==> src/rtl/cnt_pkg.sv <==
`timescale 1ns/1ps
`default_nettype none
// ============================================================================
// Module      : cnt_pkg
// Description : Shared constants and direction encoding for the cnt_if counter.
// Revision    : 1.0 - initial release
// ============================================================================
package cnt_pkg;

   localparam int CNT_WIDTH_DEFAULT = 4;

   typedef enum logic {
      CNT_UP   = 1'b0,
      CNT_DOWN = 1'b1
   } cnt_dir_e;

endpackage : cnt_pkg
`default_nettype wire

==> src/rtl/cnt_if.sv <==
`timescale 1ns/1ps
`default_nettype none
// ============================================================================
// Module      : cnt_if
// Description : Loadable up/down modulo-2^WIDTH counter with all-ones flag.
// Revision    : 1.0 - initial release
// ============================================================================
module cnt_if
   import cnt_pkg::*;
#(
   parameter int WIDTH = CNT_WIDTH_DEFAULT
) (
   input  logic             clk,
   input  logic             rstn,
   input  logic             load_en,
   input  logic [WIDTH-1:0] load,
   input  logic             down,
   output logic [WIDTH-1:0] count,
   output logic             rollover
);

   logic [WIDTH-1:0] r_count;
   logic             w_rollover;

   // Load wins over direction; wrap is the natural modulo behaviour of WIDTH bits.
   always_ff @(posedge clk or negedge rstn) begin
      if (!rstn) begin
         r_count <= '0;
      end else if (load_en) begin
         r_count <= load;
      end else if (down) begin
         r_count <= r_count - 1'b1;
      end else begin
         r_count <= r_count + 1'b1;
      end
   end

   assign w_rollover = &r_count;
   assign count      = r_count;
   assign rollover   = w_rollover;

`ifndef SYNTHESIS
   a_count_known : assert property (@(posedge clk) disable iff (!rstn) !$isunknown(r_count));
   a_rollover    : assert property (@(posedge clk) rollover == (&count));
`endif

endmodule : cnt_if
`default_nettype wire

==> config.mk <==
export PLATFORM = sky130hd
export DESIGN_NAME = cnt_if
export DESIGN_NICKNAME = d
export VERILOG_FILES = /design/src/rtl/cnt_pkg.sv /design/src/rtl/cnt_if.sv
export SDC_FILE = /design/constraint.sdc
export NUM_CORES = 1
export LEC_CHECK = 0
export ABC_AREA = 1
export ABC_CLOCK_PERIOD_IN_PS = 3460
export CAP_MARGIN = 30
export CORE_AREA = 8 8 45 47
export DETAILED_ROUTE_END_ITERATION = 6
export DIE_AREA = 0 0 53 55
export SLEW_MARGIN = 20
export SYNTH_ARGS = -nofsm -noshare
export SYNTH_HDL_FRONTEND = slang
export SYNTH_SLANG_ARGS = --single-unit
export TNS_END_PERCENT = 100
==> constraint.sdc <==
create_clock -name clk -period 3.46 [get_ports clk]
set_input_delay 0.692 -clock clk [delete_from_list [all_inputs] [get_ports clk]]
set_output_delay 0.692 -clock clk [all_outputs]
set_load 0.01 [all_outputs]
==> results.tsv, run 1 <==
stage	metric	value	unit
cts	cts_tree	built	
outcome	status	finished clean	
sta	slew_viol_final	0	
synthesis	yosysTopAreaCell	dfrtp_1	
placement	postPlaceCellArea	405	sq um
setup_path	worstRegToRegCells	6	
synthesis	synth_seq_area_share	0.377	
cts	ctsResizeCount	0	
detailed_routing	vias	258	
global_route	antenna_found_initial	0	
setup_path	reg2reg_setup_slack	2.21	ns
detailed_routing	drc	0	
setup_path	worstPathMaxFanout	4	
setup_path	start_kind	flip-flop	
sta	finalClockSkew	0.00284	ns
sta	setup_ws	1.30	ns
setup_path	cp_num_cells	3	
synthesis	syn_area_per_cell	7.58	sq um
sta	grt_setup_unrepaired	no	
detailed_routing	viasPerCell	3.91	
detailed_routing	drt_iter0_drc	7	
layout	fin_util	0.309	
min_path	holdPathEnd	count[0]$_DFF_PN0_	
detailed_routing	ant_nets	0	
placement	io_buffers	12	
synthesis	yosysTopAreaCellShare	0.377	
floorplanning	num_rows	14	
placement	globalplace.congestion	0.705	
layout	diodes	0	
layout	nets	63	
floorplanning	io_pins	13	
min_path	min_path_cells	1	
min_path	hold_path.class	reg -> reg	
detailed_routing	drt_wl_total	641	um
run	maxCapViolCount	0	
floorplanning	die_x	53	um
setup_path	r2r_start	count[2]$_DFF_PN0_	
cts	clk_latency	0.23	ns
setup_path	cp.arrival	1.47	ns
sta	tns	0	ns
floorplanning	core-area	0.00138	sq mm
sta	hold_viol	0	
sta	worst_pin_slew	0.244	ns
cts	numCtsBuffers	3	
layout	largest_reg_flops	4	
cts	cts.sinks	4	
sta	relSlewSlack	0.837	
detailed_routing	first_pass_iters	4	
sta	fmax	464	MHz
min_path	hold_start	count[0]$_DFF_PN0_	
placement	dp.final_hpwl	546	um
floorplanning	die_area	0.00292	sq mm
sta	period_share	0.623	
layout	area_growth	61.3	%
power_and_ir_drop	power_density	446	mW/mm^2
synthesis	yosys_register_bits	4	
setup_path	crit_family	buffers and inverters	
synthesis	yosysUniqueCellTypes	12	
global_route	grt_overflow_total	0	
setup_path	cpPeakStageDelay	0.57	ns
synthesis	synth_area_leaders	dfrtp_1 38%, nand2_1 18%, ha_1 9.4%, inv_1 8.5%, fa_1 7.5%	
setup_path	critPathRequiredTime	2.77	ns
setup_path	path_buf_inv	2	
cts	post-cts-setup-buffers	0	
synthesis	syn-cell-area	265	sq um
global_route	grt_first_pass_wirelength	1.11	mm
setup_path	path_cells	inv_1 -> nor3_1 -> clkdlybuf4s50_1	
setup_path	end_kind	output pin	
cts	root_buffer	clkbuf_4	
power_and_ir_drop	cellLeakagePower	0.212	nW
sta	fin_crit	2.16	ns
floorplanning	floorplan.initialDensity	0.192	
power_and_ir_drop	peakVddDrop	0.181	mV
detailed_routing	wl_per_cell	9.71	um
setup_path	worst-setup-path-type	reg -> out	
global_route	grt_use_total	0.0564	
layout	drive_gt1_frac	0.0600	
layout	final_area	428	sq um
cts	cts.path.max_buffers	2	
cts	path_clk_slew	0.03	ns
sta	setup_viol	0	
floorplanning	die_h	55	um
global_route	grt_pass1_vias	256	
synthesis	synth_cells	35	
cts	postCtsHoldBufs	0	
global_route	grt_start_max_net_pins	9	
placement	place_ws	1.34	ns
synthesis	syn-num-nets	46	
setup_path	r2r-end	count[3]$_DFF_PN0_	
synthesis	yosysWarnings	0	
cts	htree_levels	1	
setup_path	slowest_stage	clkdlybuf4s50_1	
==> cell usage in the layout, fill, tap and decap left out, drive strengths merged <==
cell | netlist | final
nand3 | 2 | 2
nand2 | 13 | 13
clkdlybuf4s50 | 0 | 12
clkbuf | 0 | 3
nor3 | 1 | 1
ha | 2 | 2
nor2 | 1 | 1
xor2 | 1 | 1
dfrtp | 4 | 4
o21ai | 3 | 3
inv | 6 | 6
fa | 1 | 1
or2 | 1 | 1
==> per-layer routing <==
| metal | GRT usage | up-vias | share of wire |
|---|---|---|---|
| li1 | - | 138 | - |
| met4 | 0.0517 | 0 | 0.017 |
| met1 | 0.0581 | 109 | 0.46 |
| met2 | 0.0781 | 9 | 0.45 |
| met3 | 0.0348 | 2 | 0.067 |
| met5 | 0 | - | 0 |
==> power by group <==
part           internal [W]  switching, W
Clock             0.0000388     0.0000184
Sequential        0.0000550    0.00000739
Combinational     0.0000384     0.0000327
==> cells by family (layout without fill, tap and decap cells) <==
family / count (synthesis) / after routing / synth area share
buffers and inverters: 6 / 21 / 0.0849
DFF: 4 / 4 / 0.377
and+or+nand+nor: 18 / 18 / 0.278
adders and majority gates: 3 / 3 / 0.170
xor gates and xnor gates: 1 / 1 / 0.0330
AOI/OAI and AO/OA: 3 / 3 / 0.0566
==> worst max path at each step <==
stage / startpoint / endpoint / slack (ns)
2_1_floorplan: down / count[3]$_DFF_PN0_ / 1.95
3_3_place_gp: down / count[2]$_DFF_PN0_ / 1.35
3_5_place_dp: down / count[2]$_DFF_PN0_ / 1.34
4_1_cts: count[0]$_DFF_PN0_ / rollover / 1.27
5_1_grt: count[0]$_DFF_PN0_ / rollover / 1.22
6_report: count[0]$_DFF_PN0_ / rollover / 1.30
==> worst reg2reg max path, stage by stage, from the launching register on <==
cell and delay, ns:
dfrtp_1 0.39, ha_1 0.30, or2_1 0.23, nand2_1 0.07, nand2_1 0.04, nand3_1 0.06, nand2_1 0.05
==> synthesized netlist by cell type (all sizes together) <==
| library cell | count |
|---|---|
| fa | 1 |
| ha | 2 |
| nand2 | 13 |
| nand3 | 2 |
| dfrtp | 4 |
| or2 | 1 |
| nor3 | 1 |
| inv | 6 |
| nor2 | 1 |
| xor2 | 1 |
| o21ai | 3 |
==> final cells by class <==
type                       count  area [sq um]
timing repair buffer          12           120
tap                           16          20.0
inverter                       6          22.5
multi-input combinational     25           143
fill                         160           956
clock buffer                   3          22.5
sequential                     4           100
==> metrics by stage <==
stage                     power [W]  hold WS (ns)  cells
after CTS                  0.000195         0.521     66
after detailed placement   0.000136         0.514     63
after global routing       0.000209         0.557     66
final                      0.000191         0.516     66
after floorplan           0.0000990         0.396     35
after global placement     0.000136         0.509     63
Power figures use the tool's default switching activity.
==> run 2: changes to the inputs <==
Settings changed: ABC_CLOCK_PERIOD_IN_PS 3460 to 2100.
Clock period 3.46 ns to 2.1 ns, I/O delays scaled along.
==> run 2 against run 1 <==
  * Total power grew 64%
  * Sequential power up 63%
  * Combinational power grew 65%
  * Design area unchanged
  * Utilization stayed put
==> results.tsv, run 2 (same netlist as run 1, synthesis figures left out) <==
stage	metric	value	unit
layout	final_area	428	sq um
placement	placed_cells	63	
cts	cts.path.max_buffers	2	
cts	post-cts-setup-buffers	0	
detailed_routing	drt_wl_total	577	um
cts	htree_levels	1	
min_path	hold_path.class	in -> async	
layout	nets	63	
run	maxCapViolCount	0	
global_route	grt_pass1_vias	257	
sta	setup_viol	0	
layout	multiInputGateArea	143	sq um
setup_path	critPathRequiredTime	1.68	ns
power_and_ir_drop	pwr-share-comb	0.373	
floorplanning	core-area	0.00138	sq mm
sta	relSlewSlack	0.850	
layout	fillerInstances	144	
detailed_routing	wl_per_cell	8.74	um
placement	postPlaceCellArea	405	sq um
cts	postCtsHoldBufs	0	
layout	diodes	0	
detailed_routing	first_pass_iters	2	
power_and_ir_drop	p_switching	0.0000948	W
power_and_ir_drop	netSwitchingFraction	0.303	
sta	tns	0	ns
cts	clk_latency	0.23	ns
cts	path_clk_slew	0.04	ns
global_route	antenna_found_initial	0	
setup_path	slowest_stage	clkdlybuf4s50_1	
setup_path	path_cells	inv_1 -> nor3_1 -> clkdlybuf4s50_1	
layout	largest_reg_flops	4	
placement	io_buffers	12	
layout	layout_common_cells	13 x nand2_1, 12 x clkdlybuf4s50_1, 6 x inv_1	
cts	cts_tree	built	
layout	drive_gt1_frac	0.0600	
detailed_routing	drt_iter0_drc	1	
floorplanning	die_area	0.00292	sq mm
sta	hold_viol	0	
detailed_routing	vias	248	
global_route	grt_start_max_net_pins	9	
power_and_ir_drop	peakVddDrop	0.268	mV
global_route	grt_overflow_total	0	
placement	dp.final_hpwl	504	um
cts	root_buffer	clkbuf_4	
setup_path	worstPathMaxFanout	4	
layout	regArea	100	sq um
layout	final-instance-count-excl-fill	66	
detailed_routing	ant_nets	0	
sta	slew_viol_final	0	
sta	whs	0.390	ns
outcome	status	finished clean	
cts	ctsResizeCount	0	
setup_path	start_kind	flip-flop	
floorplanning	io_pins	13	
layout	fin_util	0.309	
power_and_ir_drop	power_density	731	mW/mm^2
layout	area_growth	61.3	%
power_and_ir_drop	p_clk_frac	0.301	
floorplanning	die_h	55	um
detailed_routing	viasPerCell	3.76	
sta	finalClockSkew	0.000409	ns
floorplanning	floorplan.initialDensity	0.192	
layout	final_common_cell	nand2_1	
global_route	grt_first_pass_wirelength	1.03	mm
sta	fin_crit	1.86	ns
global_route	grt_use_total	0.0515	
setup_path	cp.arrival	1.44	ns
floorplanning	die_x	53	um
sta	fmax	538	MHz
power_and_ir_drop	p_int	0.000218	W
sta	period_share	0.884	
setup_path	end_kind	output pin	
power_and_ir_drop	cellLeakagePower	0.212	nW
detailed_routing	drc	0	
floorplanning	num_rows	14	
power_and_ir_drop	pwr-share-seq	0.326	
placement	globalplace.congestion	0.734	
setup_path	cpPeakStageDelay	0.56	ns
sta	grt_setup_unrepaired	no	
cts	cts.sinks	4	
setup_path	worst-setup-path-type	reg -> out	
sta	worst_pin_slew	0.225	ns
cts	numCtsBuffers	3	
[run 2: layout make-up]
cell class,instances,share of cell area
Multi-Input combinational cell,25,0.333
Timing Repair Buffer,12,0.281
Inverter,6,0.0526
Clock buffer,3,0.0526
Sequential cell,4,0.234
Tap cell,16,0.0468
[run 2: metrics by stage]
stage | setup WS (ns) | total power, W
after floorplan | 0.859 | 0.000163
after global placement | 0.234 | 0.000220
after detailed placement | 0.251 | 0.000222
after CTS | 0.206 | 0.000323
after global routing | 0.126 | 0.000346
final | 0.243 | 0.000313
[run 2: power groups by stage]
stage               Sequential (W)  Combinational (W)  Clock (W)
floorplan                 0.000108          0.0000552          0
CTS                       0.000102           0.000120   0.000101
global route              0.000103           0.000134   0.000109
finish                    0.000102           0.000117  0.0000941
detailed placement        0.000103           0.000119          0
global placement          0.000103           0.000117          0
[run 2: path summary, 6_finish.rpt]
kind	start	endpoint	slack, ns	cells past startpoint
min reg2reg	count[0]$_DFF_PN0_	count[0]$_DFF_PN0_	0.50	1
min	rstn	count[2]$_DFF_PN0_	0.39	1
max reg2reg	count[2]$_DFF_PN0_	count[3]$_DFF_PN0_	0.86	6
min in group clk	count[0]$_DFF_PN0_	count[0]$_DFF_PN0_	0.50	1
max	count[0]$_DFF_PN0_	rollover	0.24	3
max in group asynchronous	rstn	count[0]$_DFF_PN0_	1.55	1
[run 2: metal layers]
layer	vias up	track usage	part of all wire
li1	140	-	-
met1	101	0.0521	0.43
met2	7	0.0742	0.51
met3	0	0.0267	0.061
met4	0	0.0517	0
met5	-	0	0
[run 2: critical path, delay by kind of cell (launching register included)]
family,cells,cell delay (ns)
buf+inv,2,0.64
flops,1,0.37
simple gates,1,0.18
